File: src/rtl/seg_pkg.sv
// Shared constants, converter state type and digit decoder for the
// six-digit seven-segment display driver.
package seg_pkg;

    localparam int          DIGITS    = 6;
    localparam logic [19:0] DATA_MAX  = 20'd999_999;

    localparam logic [7:0]  SEG_0     = 8'hC0;
    localparam logic [7:0]  SEG_1     = 8'hF9;
    localparam logic [7:0]  SEG_2     = 8'hA4;
    localparam logic [7:0]  SEG_3     = 8'hB0;
    localparam logic [7:0]  SEG_4     = 8'h99;
    localparam logic [7:0]  SEG_5     = 8'h92;
    localparam logic [7:0]  SEG_6     = 8'h82;
    localparam logic [7:0]  SEG_7     = 8'hF8;
    localparam logic [7:0]  SEG_8     = 8'h80;
    localparam logic [7:0]  SEG_9     = 8'h90;
    localparam logic [7:0]  SEG_BLANK = 8'hFF;
    localparam logic [7:0]  SEG_MINUS = 8'hBF;

    typedef enum logic [1:0] {
        IDLE  = 2'd0,
        SHIFT = 2'd1,
        DONE  = 2'd2
    } conv_state_e;

    function automatic logic [7:0] seg_decode(input logic [3:0] d);
        case (d)
            4'd0:    seg_decode = SEG_0;
            4'd1:    seg_decode = SEG_1;
            4'd2:    seg_decode = SEG_2;
            4'd3:    seg_decode = SEG_3;
            4'd4:    seg_decode = SEG_4;
            4'd5:    seg_decode = SEG_5;
            4'd6:    seg_decode = SEG_6;
            4'd7:    seg_decode = SEG_7;
            4'd8:    seg_decode = SEG_8;
            4'd9:    seg_decode = SEG_9;
            default: seg_decode = SEG_BLANK;
        endcase
    endfunction

endpackage

File: src/rtl/seg_dynamic_bcd_8421.sv
// Sequential double-dabble converter: 20-bit binary (saturated to 999_999)
// to six BCD digits in IDLE(1) + SHIFT(20) + DONE(1) cycles.
module bcd_8421
    import seg_pkg::*;
(
    input  logic        sys_clk,
    input  logic        sys_rst_n,
    input  logic [19:0] bin,
    input  logic        start,
    output logic        busy,
    output logic        done,
    output logic [23:0] bcd
);

    conv_state_e state_q;
    logic [19:0] bin_q;
    logic [23:0] acc_q;
    logic [4:0]  cnt_q;
    logic [23:0] acc_adj;
    logic [19:0] bin_sat;

    assign bin_sat = (bin > DATA_MAX) ? DATA_MAX : bin;

    always_comb begin
        acc_adj = acc_q;
        for (int i = 0; i < DIGITS; i++) begin
            if (acc_q[4*i +: 4] >= 4'd5)
                acc_adj[4*i +: 4] = acc_q[4*i +: 4] + 4'd3;
        end
    end

    always_ff @(posedge sys_clk or negedge sys_rst_n) begin
        if (!sys_rst_n) begin
            state_q <= IDLE;
            bin_q   <= '0;
            acc_q   <= '0;
            cnt_q   <= '0;
        end else begin
            case (state_q)
                IDLE: begin
                    if (start) begin
                        bin_q   <= bin_sat;
                        acc_q   <= '0;
                        cnt_q   <= '0;
                        state_q <= SHIFT;
                    end
                end
                SHIFT: begin
                    // Adjust-then-shift across the joint accumulator/binary register.
                    {acc_q, bin_q} <= {acc_adj[22:0], bin_q, 1'b0};
                    cnt_q          <= cnt_q + 5'd1;
                    if (cnt_q == 5'd19)
                        state_q <= DONE;
                end
                DONE:    state_q <= IDLE;
                default: state_q <= IDLE;
            endcase
        end
    end

    assign busy = (state_q != IDLE);
    assign done = (state_q == DONE);
    assign bcd  = acc_q;

endmodule

File: src/rtl/seg_dynamic.sv
// Six-digit multiplexed seven-segment driver: BCD conversion, leading-zero
// blanking, sign/decimal-point placement and registered digit scanning.
module seg_dynamic
    import seg_pkg::*;
#(
    parameter int CNT_MAX = 49_999
) (
    input  logic        sys_clk,
    input  logic        sys_rst_n,
    input  logic [19:0] data,
    input  logic [5:0]  point,
    input  logic        sign,
    input  logic        seg_en,
    output logic [5:0]  sel,
    output logic [7:0]  seg
);

    localparam int CNT_W = (CNT_MAX > 0) ? $clog2(CNT_MAX + 1) : 1;

    logic        busy, done;
    logic [23:0] bcd;

    logic [5:0]  sh_point_q;
    logic        sh_sign_q, sh_en_q;
    logic [23:0] digits_q;
    logic [5:0]  point_q;
    logic        sign_q, en_q;

    logic [CNT_W-1:0] cnt_q;
    logic [2:0]       idx_q;
    logic [5:0]       sel_q, sel_d;
    logic [7:0]       seg_q, seg_d;
    logic [5:0]       sig;

    bcd_8421 u_bcd (
        .sys_clk   (sys_clk),
        .sys_rst_n (sys_rst_n),
        .bin       (data),
        .start     (1'b1),
        .busy      (busy),
        .done      (done),
        .bcd       (bcd)
    );

    // Shadows track the inputs sampled alongside data; display updates atomically on done.
    always_ff @(posedge sys_clk or negedge sys_rst_n) begin
        if (!sys_rst_n) begin
            sh_point_q <= '0;
            sh_sign_q  <= 1'b0;
            sh_en_q    <= 1'b0;
            digits_q   <= '0;
            point_q    <= '0;
            sign_q     <= 1'b0;
            en_q       <= 1'b0;
        end else begin
            if (!busy) begin
                sh_point_q <= point;
                sh_sign_q  <= sign;
                sh_en_q    <= seg_en;
            end
            if (done) begin
                digits_q <= bcd;
                point_q  <= sh_point_q;
                sign_q   <= sh_sign_q;
                en_q     <= sh_en_q;
            end
        end
    end

    always_ff @(posedge sys_clk or negedge sys_rst_n) begin
        if (!sys_rst_n) begin
            cnt_q <= '0;
            idx_q <= '0;
        end else if (cnt_q == CNT_W'(CNT_MAX)) begin
            cnt_q <= '0;
            idx_q <= (idx_q == 3'd5) ? 3'd0 : idx_q + 3'd1;
        end else begin
            cnt_q <= cnt_q + 1'b1;
        end
    end

    // A digit is significant if it is the units digit or anything at or above it is lit.
    always_comb begin
        logic any;
        any = 1'b0;
        sig = '0;
        for (int i = DIGITS - 1; i >= 0; i--) begin
            any    = any | (digits_q[4*i +: 4] != 4'd0) | point_q[i];
            sig[i] = any | (i == 0);
        end
    end

    always_comb begin
        logic below_sig;
        below_sig = (idx_q == 3'd0) ? 1'b1 : sig[idx_q - 3'd1];
        if (sig[idx_q])
            seg_d = seg_decode(digits_q[{idx_q, 2'b00} +: 4]);
        else if (sign_q && below_sig)
            seg_d = SEG_MINUS;
        else
            seg_d = SEG_BLANK;
        if (point_q[idx_q])
            seg_d[7] = 1'b0;
        sel_d = 6'b000001 << idx_q;
        if (!en_q) begin
            sel_d = '0;
            seg_d = SEG_BLANK;
        end
    end

    always_ff @(posedge sys_clk or negedge sys_rst_n) begin
        if (!sys_rst_n) begin
            sel_q <= '0;
            seg_q <= SEG_BLANK;
        end else begin
            sel_q <= sel_d;
            seg_q <= seg_d;
        end
    end

    assign sel = sel_q;
    assign seg = seg_q;

endmodule

File: config.mk
export PLATFORM = sky130hd
export DESIGN_NAME = seg_dynamic
export DESIGN_NICKNAME = d
export VERILOG_FILES = /design/src/rtl/seg_pkg.sv /design/src/rtl/seg_dynamic_bcd_8421.sv /design/src/rtl/seg_dynamic.sv
export SDC_FILE = /design/constraint.sdc
export NUM_CORES = 1
export LEC_CHECK = 0
export BUFFER_PORTS_ARGS = -buffer_cell sky130_fd_sc_hd__clkbuf_2
export CELL_PAD_IN_SITES_DETAIL_PLACEMENT = 0
export CELL_PAD_IN_SITES_GLOBAL_PLACEMENT = 1
export CORE_UTILIZATION = 45
export DETAILED_ROUTE_END_ITERATION = 7
export PLACE_DENSITY = 0.82
export SLEW_MARGIN = 15
export SYNTH_ARGS = -nofsm -noshare
export SYNTH_HDL_FRONTEND = slang
export SYNTH_SLANG_ARGS = --single-unit
File: constraint.sdc
create_clock -name sys_clk -period 3.09 [get_ports sys_clk]
set_clock_uncertainty 0.1 [all_clocks]
set_input_delay 0 -clock sys_clk [delete_from_list [all_inputs] [get_ports sys_clk]]
set_output_delay 0 -clock sys_clk [all_outputs]
set_load 0.05 [all_outputs]
==> impl_results.md <==
* Status: finished, final reports clean
* Leak at 0.00327 uW
* Slew Viols, Final at 0
* Peak Freq at 429 MHz
* Worst Tran Pin Value at 0.786 ns
* Final Setup Violations at 0
* Synth Area per Inst at 10.1 um^2
* CTS tree: yes
* Routed WL at 11.9 mm
* Top cells by area, synth: dfrtp_1, mux2_2, ha_1
* Fin crit period at 2.33 ns
* First-pass GRT wire length at 20.8 mm
* Grt ovf at 0
* Via density at 5.18
* Cell count after placement at 800
* Number of placement rows at 42
* Fin cells at 861
* Longest Clk Path Bufs at 2
* Synth area leader: dfrtp_1
* WP data required at 3.32 ns
* Initial antenna violation count at 0
* # Post-CTS Setup Buffers at 0
* Routability cong. at 0.873
* CTS H-tree lvls at 4
* Worst VDD drop at 0.361 mV
* Count of different cell masters after synthesis at 48
* Layout Area Growth over Synthesis at 20.5%
* Startpoint types: register
* Final hold violation count at 0
* CP endpoint kind: register
* Clk_lat worst skew at 0.41 ns
* Pwr Total at 4510 uW
* Port Buffers at 43
* GR Util All Layers at 0.186
* Hpwl dp at 8.16 mm
* Post-route ant nets at 0
* Worst stage delay on the critical path at 0.59 ns
* Total CTS buffers at 17
* Chip Height at 118 um
* Post-synth top area share at 0.475
* Synth Cell Area at 6110 um^2
* CP Max Fanout at 10
* Dominant synthesized flop cell: dfrtp_1
* N_diodes at 0
* Slowest CP cell: dfrtp_1
* Core Box Area at 13200 um^2
* RSZ-0062 raised after global routing: false
* Post-route DRC at 0
* CTS Root Cell: clkbuf_16
* Crit path cell chain: mux4_2 -> nand2_2 -> o31ai_4 -> or4_4 -> mux2_4 -> a22oi_2
* Vias at 4462
* Cell count after synthesis at 602
* DRT iter0 DRCs at 346
* Vias in the first global route at 4364
* Starting density of the core at 0.461
* Clk slew on worst S/H paths at 0.05 ns
* CTS sink count at 124
* Syn nets at 657
* Largest net degree at the start of global routing at 57
* Die area at 14000 um^2
* Arrival time at the worst endpoint at 2.57 ns
* HP Class: input port to asynchronous set/reset pin
* Seq cells post-synth at 124
* Crit Path Class: register to register
* Setup TNS at 0 ns
* I/O pins at 44
* First-pass DRT Iterations at 4
* Seq/Total Area, Yosys at 0.510
* Max-Cap Viols at 0
* Pwr Density at 613 nW/um^2
* Crit share post-route at 0.755
* Number of synthesized flops with an enable pin at 0
* Fraction of layout cells with a size suffix above 1 at 0.196
* Die X at 118 um
* FFs w/ async S/R, synth at 1.00
* Routed length per placed instance at 13.8 um
* Slew headroom at 0.474
* Yosys warns at 0
* Fin nets at 727
[worst max-delay path, delay by kind of cell, from the launching register on]
family             cells  cell delay, ns
muxes                  2            0.70
and+or+nand+nor        2            0.57
AOI/OAI and AO/OA      2            0.31
DFF                    1            0.59
[stage by stage]
step / hold WS [ns] / util / instance area (um^2) / worst slack (ns)
floorplan: -0.396 / - / 6110 / 0.730
global placement: 0.00113 / 0.490 / 6490 / 0.837
detailed placement: 0.00573 / 0.490 / 6490 / 0.753
CTS: 0.119 / 0.555 / 7350 / 0.741
global route: 0.156 / 0.556 / 7360 / 0.560
finish: 0.0929 / 0.556 / 7360 / 0.758
[report_power, final]
group | total (uW) | internal (uW) | switching, uW
registers | 1920 | 1810 | 108
clock network | 1880 | 1190 | 683
logic | 709 | 284 | 425
[what timing repair did]
action,in CTS,in global routing
gates resized for setup,0,0
hold endpoints to repair,81,0
hold buffers,29,0
[metal layers]
metal | vias up | global-route usage | wire length, um
li1 | 2231 | - | -
met1 | 2167 | 0.238 | 5730
met2 | 56 | 0.303 | 5760
met3 | 8 | 0.0497 | 286
met4 | 0 | 0.0680 | 143
met5 | - | 0 | 0
[path summary, 6_finish.rpt]
kind	start	to	slack [ns]	cells past startpoint
max	idx_q[2]	seg[6]	0.76	6
min in group sys_clk	point[2]	sh_point_q[2]	0.26	3
max reg2reg	idx_q[2]	seg[6]	0.76	6
min	sys_rst_n	cnt_q[7]	0.09	2
max in group asynchronous	sys_rst_n	seg[4]	1.88	3
min reg2reg	u_bcd.bin_q[0]	u_bcd.bin_q[0]	0.38	2
[cells by family after synthesis]
group,Yosys count,synth area share
AND/OR/NAND/NOR,192,0.152
AO/OA/AOI/OAI,136,0.127
flip-flops,124,0.510
buffers and inverters,53,0.0340
multiplexers,47,0.0898
XOR/XNOR,25,0.0359
adder cells (fa/ha/maj),25,0.0512
[registers in the layout, summed over array words and instances (netlist names)]
signal and cells:
digits_q 24, u_bcd.bcd 24, u_bcd.bin_q 20, cnt_q 16
seg 8, point_q 6, sel 6, sh_point_q 6
u_bcd.cnt_q 5, idx_q 3, u_bcd.state_q 2, en_q 1
sh_en_q 1, sh_sign_q 1, sign_q 1
[final cells by class]
class,instances,area [um^2]
fill,1182,5890
tap,176,220
timing repair buffer,82,583
clock inverter,13,125
multi-input combinational,425,2790
sequential,124,3110
inverter,22,82.6
clock buffer,19,443
[cells in the mapped netlist, types with 4 or more instances]
library cell	n
a21oi_1	30
and3_1	9
clkbuf_1	28
dfrtp_1	116
dfstp_2	8
ha_1	25
inv_1	19
mux2_2	28
mux2i_1	15
nand2_1	83
nand2b_1	17
nand3_1	10
nor2_1	29
nor3_1	10
nor3b_1	13
o21ai_0	59
o21ai_1	19
o31ai_1	16
or4_1	4
xnor2_1	13
xor2_1	12
[cell usage in the layout (no fill, tap or decap), types with 8 or more instances in the layout]
cell type	n
nor3b_1	13
o21ai_1	19
o21ai_0	59
xnor2_1	13
nand2b_1	17
a21oi_1	29
xor2_1	12
and3_1	9
inv_1	19
clkbuf_16	17
ha_1	25
clkbuf_2	42
dfstp_2	8
nand3_1	10
buf_4	11
o31ai_1	16
dfrtp_1	115
nor3_1	10
nand2_1	83
nor2_1	29
dlygate4sd3_1	29
mux2_2	28
mux2i_1	15
(Power assumes the default switching activity.)
